<file path="config.mk">
export PLATFORM = sky130hd
export DESIGN_NAME = baud_gen_prog_flat
export DESIGN_NICKNAME = d
export VERILOG_FILES = /design/src/rtl/baud_gen_prog_if.sv /design/src/rtl/baud_gen_prog.sv /design/src/flat_wrapper.sv
export SDC_FILE = /design/constraint.sdc
export NUM_CORES = 1
export LEC_CHECK = 0
export BUFFER_PORTS_ARGS = -buffer_cell sky130_fd_sc_hd__buf_2
export CAP_MARGIN = 20
export CORE_UTILIZATION = 55
export DETAILED_ROUTE_END_ITERATION = 10
export GPL_TIMING_DRIVEN = 0
export MAX_ROUTING_LAYER = met4
export PLACE_DENSITY = 0.75
export REMOVE_ABC_BUFFERS = 1
export SLEW_MARGIN = 20
export SYNTH_ARGS = -nofsm -noshare
export SYNTH_HDL_FRONTEND = slang
export SYNTH_SLANG_ARGS = --single-unit
</file>
<file path="constraint.sdc">
create_clock -name clk -period 2.42 [get_ports clk]
set_input_delay 0.121 -clock clk [delete_from_list [all_inputs] [get_ports clk]]
set_output_delay 0.121 -clock clk [all_outputs]
set_load 0.05 [all_outputs]
</file>
<file path="src/rtl/baud_gen_prog_if.sv">
// Control and tick bundle between baud_gen_prog and the UART TX/RX paths.
// Strobes (inc_wr, resync) are single-cycle and always accepted; there is no backpressure.
interface baud_gen_prog_if #(
    parameter int unsigned ACC_WIDTH  = 32,
    parameter int unsigned OVS_FACTOR = 16
);
    localparam int unsigned PW = $clog2(OVS_FACTOR);

    logic                 enable;
    logic [ACC_WIDTH-1:0] inc_in;
    logic                 inc_wr;
    logic                 resync;
    logic                 tick_ovs;
    logic                 baud_tick;
    logic                 mid_tick;
    logic [PW-1:0]        ovs_phase;
    logic                 inc_pending;

    modport master (
        output enable, inc_in, inc_wr, resync,
        input  tick_ovs, baud_tick, mid_tick, ovs_phase, inc_pending
    );

    modport slave (
        input  enable, inc_in, inc_wr, resync,
        output tick_ovs, baud_tick, mid_tick, ovs_phase, inc_pending
    );
endinterface

</file>
<file path="src/rtl/baud_gen_prog.sv">
// Phase-accumulator baud/oversample tick generator with glitch-free runtime rate change
// and bit-phase resynchronisation for the UART RX start-bit detector.
module baud_gen_prog #(
    parameter int unsigned CLK_FREQ     = 100000000,
    parameter int unsigned DEFAULT_BAUD = 115200,
    parameter int unsigned OVS_FACTOR   = 16,
    parameter int unsigned ACC_WIDTH    = 32
) (
    input  logic            clk,
    input  logic            reset_n,
    baud_gen_prog_if.slave  bus
);
    localparam int unsigned CW = $clog2(OVS_FACTOR);

    // Rounded DEFAULT_BAUD*OVS*2^W/CLK_FREQ, evaluated wide so no intermediate overflows.
    localparam logic [127:0] DEF_NUM      = (128'(DEFAULT_BAUD) * 128'(OVS_FACTOR)) << ACC_WIDTH;
    localparam logic [127:0] DEF_INC_WIDE = (DEF_NUM + 128'(CLK_FREQ / 2)) / 128'(CLK_FREQ);
    localparam logic [ACC_WIDTH-1:0] DEFAULT_INC = DEF_INC_WIDE[ACC_WIDTH-1:0];

    localparam logic [CW-1:0] CNT_LAST    = CW'(OVS_FACTOR - 1);
    localparam logic [CW-1:0] CNT_MID_PRE = CW'(OVS_FACTOR / 2 - 1);

    generate
        if (OVS_FACTOR < 4 || (OVS_FACTOR & (OVS_FACTOR - 1)) != 0) begin : g_bad_ovs
            $error("baud_gen_prog: OVS_FACTOR must be a power of 2 and >= 4");
        end
        if (DEF_INC_WIDE == 128'd0 || DEF_INC_WIDE >= (128'd1 << ACC_WIDTH)) begin : g_bad_inc
            $error("baud_gen_prog: DEFAULT_INC out of range for ACC_WIDTH");
        end
    endgenerate

    logic [ACC_WIDTH-1:0] acc_q, acc_d;
    logic [ACC_WIDTH-1:0] inc_active_q, inc_active_d;
    logic [ACC_WIDTH-1:0] inc_next_q, inc_next_d;
    logic                 pending_q, pending_d;
    logic [CW-1:0]        cnt_q, cnt_d;
    logic                 tick_ovs_q, tick_ovs_d;
    logic                 baud_tick_q, baud_tick_d;
    logic                 mid_tick_q, mid_tick_d;
    logic [ACC_WIDTH:0]   sum;
    logic                 carry;

    always_comb begin
        sum          = {1'b0, acc_q} + {1'b0, inc_active_q};
        carry        = sum[ACC_WIDTH];
        acc_d        = acc_q;
        cnt_d        = cnt_q;
        inc_active_d = inc_active_q;
        inc_next_d   = inc_next_q;
        pending_d    = pending_q;
        tick_ovs_d   = 1'b0;
        baud_tick_d  = 1'b0;
        mid_tick_d   = 1'b0;

        if (bus.resync) begin
            // Restart bit phase; a simultaneous write bypasses the pending stage.
            acc_d     = '0;
            cnt_d     = '0;
            pending_d = 1'b0;
            if (bus.inc_wr) begin
                inc_active_d = bus.inc_in;
                inc_next_d   = bus.inc_in;
            end else if (pending_q) begin
                inc_active_d = inc_next_q;
            end
        end else begin
            if (bus.enable) begin
                acc_d = sum[ACC_WIDTH-1:0];
                if (carry) begin
                    cnt_d       = cnt_q + CW'(1);
                    tick_ovs_d  = 1'b1;
                    baud_tick_d = (cnt_q == CNT_LAST);
                    mid_tick_d  = (cnt_q == CNT_MID_PRE);
                end
            end
            // Swap rates only on a carry so one oversample period never mixes two rates.
            if (pending_q && (!bus.enable || carry)) begin
                inc_active_d = inc_next_q;
                pending_d    = 1'b0;
            end
            if (bus.inc_wr) begin
                inc_next_d = bus.inc_in;
                pending_d  = 1'b1;
            end
        end
    end

    always_ff @(posedge clk) begin
        if (!reset_n) begin
            acc_q        <= '0;
            cnt_q        <= '0;
            inc_active_q <= DEFAULT_INC;
            inc_next_q   <= DEFAULT_INC;
            pending_q    <= 1'b0;
            tick_ovs_q   <= 1'b0;
            baud_tick_q  <= 1'b0;
            mid_tick_q   <= 1'b0;
        end else begin
            acc_q        <= acc_d;
            cnt_q        <= cnt_d;
            inc_active_q <= inc_active_d;
            inc_next_q   <= inc_next_d;
            pending_q    <= pending_d;
            tick_ovs_q   <= tick_ovs_d;
            baud_tick_q  <= baud_tick_d;
            mid_tick_q   <= mid_tick_d;
        end
    end

    assign bus.tick_ovs    = tick_ovs_q;
    assign bus.baud_tick   = baud_tick_q;
    assign bus.mid_tick    = mid_tick_q;
    assign bus.ovs_phase   = cnt_q;
    assign bus.inc_pending = pending_q;
endmodule

</file>
<file path="src/flat_wrapper.sv">
// flat-port wrapper written by rule: the top's interface ports become plain ports
module baud_gen_prog_flat 
#(
    parameter int unsigned CLK_FREQ     = 100000000,
    parameter int unsigned DEFAULT_BAUD = 115200,
    parameter int unsigned OVS_FACTOR   = 16,
    parameter int unsigned ACC_WIDTH    = 32
)
  (clk, reset_n, bus_enable, bus_inc_in, bus_inc_wr, bus_resync, bus_tick_ovs, bus_baud_tick, bus_mid_tick, bus_ovs_phase, bus_inc_pending);
  baud_gen_prog_if #(.ACC_WIDTH(ACC_WIDTH), .OVS_FACTOR(OVS_FACTOR)) bus_i ();
  input  logic clk;
  input  logic reset_n;
  input wire logic [$bits(bus_i.enable)-1:0] bus_enable;
  input wire logic [$bits(bus_i.inc_in)-1:0] bus_inc_in;
  input wire logic [$bits(bus_i.inc_wr)-1:0] bus_inc_wr;
  input wire logic [$bits(bus_i.resync)-1:0] bus_resync;
  output wire logic [$bits(bus_i.tick_ovs)-1:0] bus_tick_ovs;
  output wire logic [$bits(bus_i.baud_tick)-1:0] bus_baud_tick;
  output wire logic [$bits(bus_i.mid_tick)-1:0] bus_mid_tick;
  output wire logic [$bits(bus_i.ovs_phase)-1:0] bus_ovs_phase;
  output wire logic [$bits(bus_i.inc_pending)-1:0] bus_inc_pending;
  assign bus_i.enable = bus_enable;
  assign bus_i.inc_in = bus_inc_in;
  assign bus_i.inc_wr = bus_inc_wr;
  assign bus_i.resync = bus_resync;
  assign bus_tick_ovs = bus_i.tick_ovs;
  assign bus_baud_tick = bus_i.baud_tick;
  assign bus_mid_tick = bus_i.mid_tick;
  assign bus_ovs_phase = bus_i.ovs_phase;
  assign bus_inc_pending = bus_i.inc_pending;
  baud_gen_prog #(.CLK_FREQ(CLK_FREQ), .DEFAULT_BAUD(DEFAULT_BAUD), .OVS_FACTOR(OVS_FACTOR), .ACC_WIDTH(ACC_WIDTH)) u_core (.clk(clk), .reset_n(reset_n), .bus(bus_i));
endmodule
</file>
=== Word-level counts from Yosys, hierarchy flattened ===
Cells that the tools add are included.

* Register bits after elaboration: 104
* Logic and storage cells: 33

* $add $sub $neg: 2
* Equal/unequal tests: 3
* Muxes and demuxes: 7
* Bitwise logic cells: 3
* Reductions and logical operators: 10

{| class="wikitable"
|+ Operators with widths
! cell !! number
|-
| 32-bit 2-to-1 mux || 4
|-
| 32-bit by 32-bit adder with 33-bit output || 1
|-
| 4-bit by 1-bit adder with 4-bit output, second input constant || 1
|-
| 4-bit by 3-bit == test with 1-bit output, second input constant || 1
|-
| 4-bit == test, second input constant || 1
|-
| 2-bit AND reduction || 2
|-
| 2-bit nonzero test || 2
|-
| 4-bit OR reduction || 1
|-
| 1-bit 2-to-1 mux || 3
|-
| 3-bit by 2-bit inequality test with 1-bit output, second input constant || 1
|-
| 1-bit inverter || 3
|-
| 3-bit OR reduction || 1
|-
| 2-bit OR reduction || 1
|-
| 1-bit logical AND || 1
|-
| 1-bit zero test || 1
|-
| 1-bit logical OR || 1
|}

=== Longest topological paths before layout ===
* Depth in word-level cells: 5
* Depth in mapped cells: 11

=== Worst setup path after synthesis ===
Ideal clock, no wire load.

* Kind: register -> register
* Start: register u_core.inc_active_q[27]
* End: register u_core.inc_active_q[21]
* Library setup time: 0.132 ns
* Arrival: 2.396 ns
* Data required time: 2.288 ns
* Slack: -0.108 ns
* Cell stages (with the launch flop): 12
* Buffers on the path: 2
* Period minus slack after synthesis: 2.528 ns
* Cells stage by stage: dfxtp_1 -> ha_1 -> buf_4 -> nand3_2 -> or3_4 -> or3_1 -> o21ai_2 -> a21oi_2 -> a41oi_4 -> buf_6 -> and3_1 -> o21ai_1

* Word-level cells in the longest chain between the ends: 5

{| class="wikitable"
|+ RTL lines
! element !! line !! text
|-
| from (decl) || baud_gen_prog.sv:33 || <nowiki>logic [ACC_WIDTH-1:0] inc_active_q, inc_active_d;</nowiki>
|-
| from (signal assigned) || baud_gen_prog.sv:101 || <nowiki>inc_active_q <= inc_active_d;</nowiki>
|-
| 32-bit by 32-bit adder with 33-bit output || baud_gen_prog.sv:44 || <nowiki>sum = {1'b0, acc_q} + {1'b0, inc_active_q};</nowiki>
|-
| 1-bit logical OR || baud_gen_prog.sv:77 || <nowiki>if (pending_q && (!bus.enable || carry)) begin</nowiki>
|-
| 1-bit logical AND || baud_gen_prog.sv:77 ||
|-
| 2-bit nonzero test (no line) || - ||
|-
| 2-bit AND reduction (no line) || - ||
|}

Every way passes these cells.
A chain may end at the register's enable or synchronous reset.

=== Worst setup path after layout ===
* Start: register u_core.inc_active_q[0]
* End: register u_core.inc_active_q[26]

The elaborated chain is that of the path after synthesis.

==> flow_metrics.env <==
export IMPL_status="finished with violations"
export IMPL_violations="setup timing"
export IMPL_cts_buffers_inserted=9
export IMPL_num_vias=5523
export IMPL_antenna_found_initial=0
export IMPL_cts_tree="done"
export IMPL_worst_slack_ns=-0.192
export IMPL_io_buffers=44
export IMPL_cts_root_buf="clkbuf_8"
export IMPL_routed_via_density=6.02
export IMPL_ys_types=58
export IMPL_final_util=0.720
export IMPL_tns_ns=-5.72
export IMPL_worst_slew_pin_slew_ns=1.09
export IMPL_wire_per_inst_um=16.8
export IMPL_required_ns=2.74
export IMPL_core_area_um2=10400
export IMPL_synthCells=710
export IMPL_nNetsFinal=847
export IMPL_max_cap_violations=0
export IMPL_grt_max_degree=68
export IMPL_grt_pass1_vias=5298
export IMPL_finalMaxSlewViolations=0
export IMPL_dieArea_um2=11300
export IMPL_critical_path_class="reg -> reg"
export IMPL_regArea_um2=2120
export IMPL_final_area_um2=7500
export IMPL_synth_edff_count=0
export IMPL_die_x_um=106
export IMPL_hold_viol_final=0
export IMPL_slew_headroom=0.274
export IMPL_fill_cells=780
export IMPL_n_antenna_cell=0
export IMPL_final_antenna_net_count=0
export IMPL_path_cells="ha_4 -> fa_2 -> nand3_2 -> a21oi_2 -> o211ai_1 -> a41oi_2 -> a21oi_4 -> a41oi_4 -> buf_8 -> buf_16 -> and3_4 -> o21ai_2"
export IMPL_cpMaxStageDelayCell="dfxtp_2"
export IMPL_initial_core_util=0.572
export IMPL_leakage_nw=3.29
export IMPL_io_pins=45
export IMPL_fin_crit_ns=2.61
export IMPL_cts_path_max_buffers=2
export IMPL_drt_total_wl_mm=15.4
export IMPL_grt_pass1_wl_mm=24.9
export IMPL_peakVddDrop_mv=0.341
export IMPL_firstDrtPassIters=5
export IMPL_grt_usage=0.282
export IMPL_ys_seq_area_frac=0.349
export IMPL_fin_crit_sh=1.08
export IMPL_rsz0062_at_grt="yes"
export IMPL_drt_iter0_markers=449
export IMPL_slowest_delay_ns=0.35
export IMPL_clk_pin_slew_ns=0.11
export IMPL_fmax_mhz=383
export IMPL_endpoint_kind="flop"
export IMPL_grt_ovfl_total=0
export IMPL_setup_viol=42
export IMPL_syn_area_per_cell_um2=8.40
export IMPL_drc_errors=0
export IMPL_dp_hpwl_mm=8.69
export IMPL_worstPathArrival_ns=2.93
export IMPL_rows=37
export IMPL_synthToLayoutAreaGrowth_pct=25.8
export IMPL_clk_latency_ns=0.39
export IMPL_ys_seq_elements=104
export IMPL_syn_area_um2=5960
export IMPL_placed_area_um2=6150
export IMPL_gp_congestion=0.936
export IMPL_crit_fanout=7
export IMPL_multiInputGateArea_um2=4150
export IMPL_critPathLaunchType="flop"
export IMPL_skew_ns=0.0149
export IMPL_hold_path_class="in -> reg"
export IMPL_clock_sinks=104
export IMPL_synthFlopType="dfxtp_1"
export IMPL_cts_htree_levels=3
export IMPL_drive_gt1_frac=0.259
export IMPL_powerDensity_nw_per_um2=547
export IMPL_ys_warnings_count=0
export IMPL_die_h_um=106
export IMPL_async_flop_share=0
-- sequential cells by signal, indices dropped and copies added (netlist names) --
name / cells
u_core.acc_q: 32
u_core.bus.inc_pending: 1
u_core.bus.ovs_phase: 4
u_core.inc_active_q: 32
u_core.inc_next_q: 32
u_core.bus.tick_ovs: 1
u_core.bus.mid_tick: 1
u_core.bus.baud_tick: 1
-- logic make-up (layout without fill, tap and decap cells) --
logic type	count (synthesis)	in the layout	synth area share
flops	104	104	0.349
mux	49	49	0.0823
buf+inv	53	124	0.0455
fa+ha+maj	34	34	0.0726
simple gates	279	279	0.226
compound gates	164	164	0.184
xor+xnor	27	27	0.0397
-- synth_stat cells (3+ instances only) --
master	instances	area, um^2
a211o_1	3	26.3
a211oi_1	9	67.6
a21o_1	13	97.6
a21oi_1	35	175
a31oi_1	6	37.5
and3_1	20	125
buf_1	4	15.0
buf_6	7	78.8
clkbuf_1	31	116
dfxtp_1	104	2080
ha_1	33	413
inv_1	6	22.5
mux2i_1	49	490
nand2_1	78	293
nand3_1	63	315
nand3b_1	12	90.1
nand4_1	5	31.3
nor2_1	59	221
nor2b_1	17	106
nor3_1	8	40.0
o211a_1	15	150
o211ai_1	12	90.1
o21a_1	3	22.5
o21ai_0	31	155
o21ai_1	17	85.1
or3_1	5	31.3
xnor2_1	9	78.8
xor2_1	18	158
-- layout make-up --
cell class	count	area share
repair buffers	102	0.115
well taps	136	0.0227
multi-input cells	553	0.553
inverters	6	0.00300
clock inverters	6	0.00701
flip-flops and latches	104	0.282
clock buffers	10	0.0170
-- through the flow --
step           setup WS (ns)  hold slack, ns  std cells  total power, W
2_1_floorplan         -0.616           0.183        663         0.00252
3_3_place_gp           -1.41           0.352        843         0.00275
3_5_place_dp          -0.646           0.358        845         0.00279
4_1_cts               -0.165          0.0106        909         0.00398
5_1_grt               -0.291          0.0223        917         0.00431
6_report              -0.192          0.0111        917         0.00410
-- layout by cell type, fill, tap and decap left out, types with 12 or more instances in the layout --
cell / count
dlygate4sd3_1: 17
mux2i_1: 49
ha_4: 21
nand3_1: 60
buf_4: 29
nor2_1: 55
dfxtp_2: 24
a21oi_1: 29
dfxtp_1: 79
nor2b_1: 16
nand2_1: 76
xor2_1: 18
nand3b_1: 12
a21o_1: 13
buf_2: 42
o21ai_1: 19
and3_1: 12
o211ai_1: 12
o211a_1: 15
o21ai_0: 26
-- layer usage --
layer  GRT usage  wire, um  up-vias
li1            -         -     2680
met1       0.350      6990     2664
met2       0.466      7360      151
met3      0.0527       720       28
met4      0.0833       337        0
met5           -         0        -
-- where the power goes --
group	internal [W]	switching, W
registers	0.00181	0.0000782
logic	0.000561	0.000621
clock network	0.000389	0.000638
total	0.00277	0.00134
-- timing repair --
item / in CTS / in global routing
setup buffers: 28 / 8
pin swaps: 38 / 22
resized for setup: 85 / 44
setup endpoints to repair: 51 / 51
cloned: 3 / 2
hold endpoints to repair: 17 / 0
hold buffers: 17 / 0
-- critical path, delay by kind of cell (launching register included) --
| family | cells | cell delay, ns |
|---|---|---|
| fa+ha+maj | 2 | 0.51 |
| compound gates | 6 | 1.05 |
| buf+inv | 2 | 0.38 |
| flops | 1 | 0.35 |
| simple gates | 2 | 0.24 |
-- worst paths after layout --
kind	from	end	slack [ns]	cells after the start
max reg2reg	u_core.inc_active_q[0]	u_core.inc_active_q[26]	-0.19	12
min	bus_inc_in[25]	u_core.inc_next_q[25]	0.01	3
max	u_core.inc_active_q[0]	u_core.inc_active_q[26]	-0.19	12
min reg2reg	u_core.inc_next_q[18]	u_core.inc_next_q[18]	0.48	2
(Power assumes the default switching activity.)
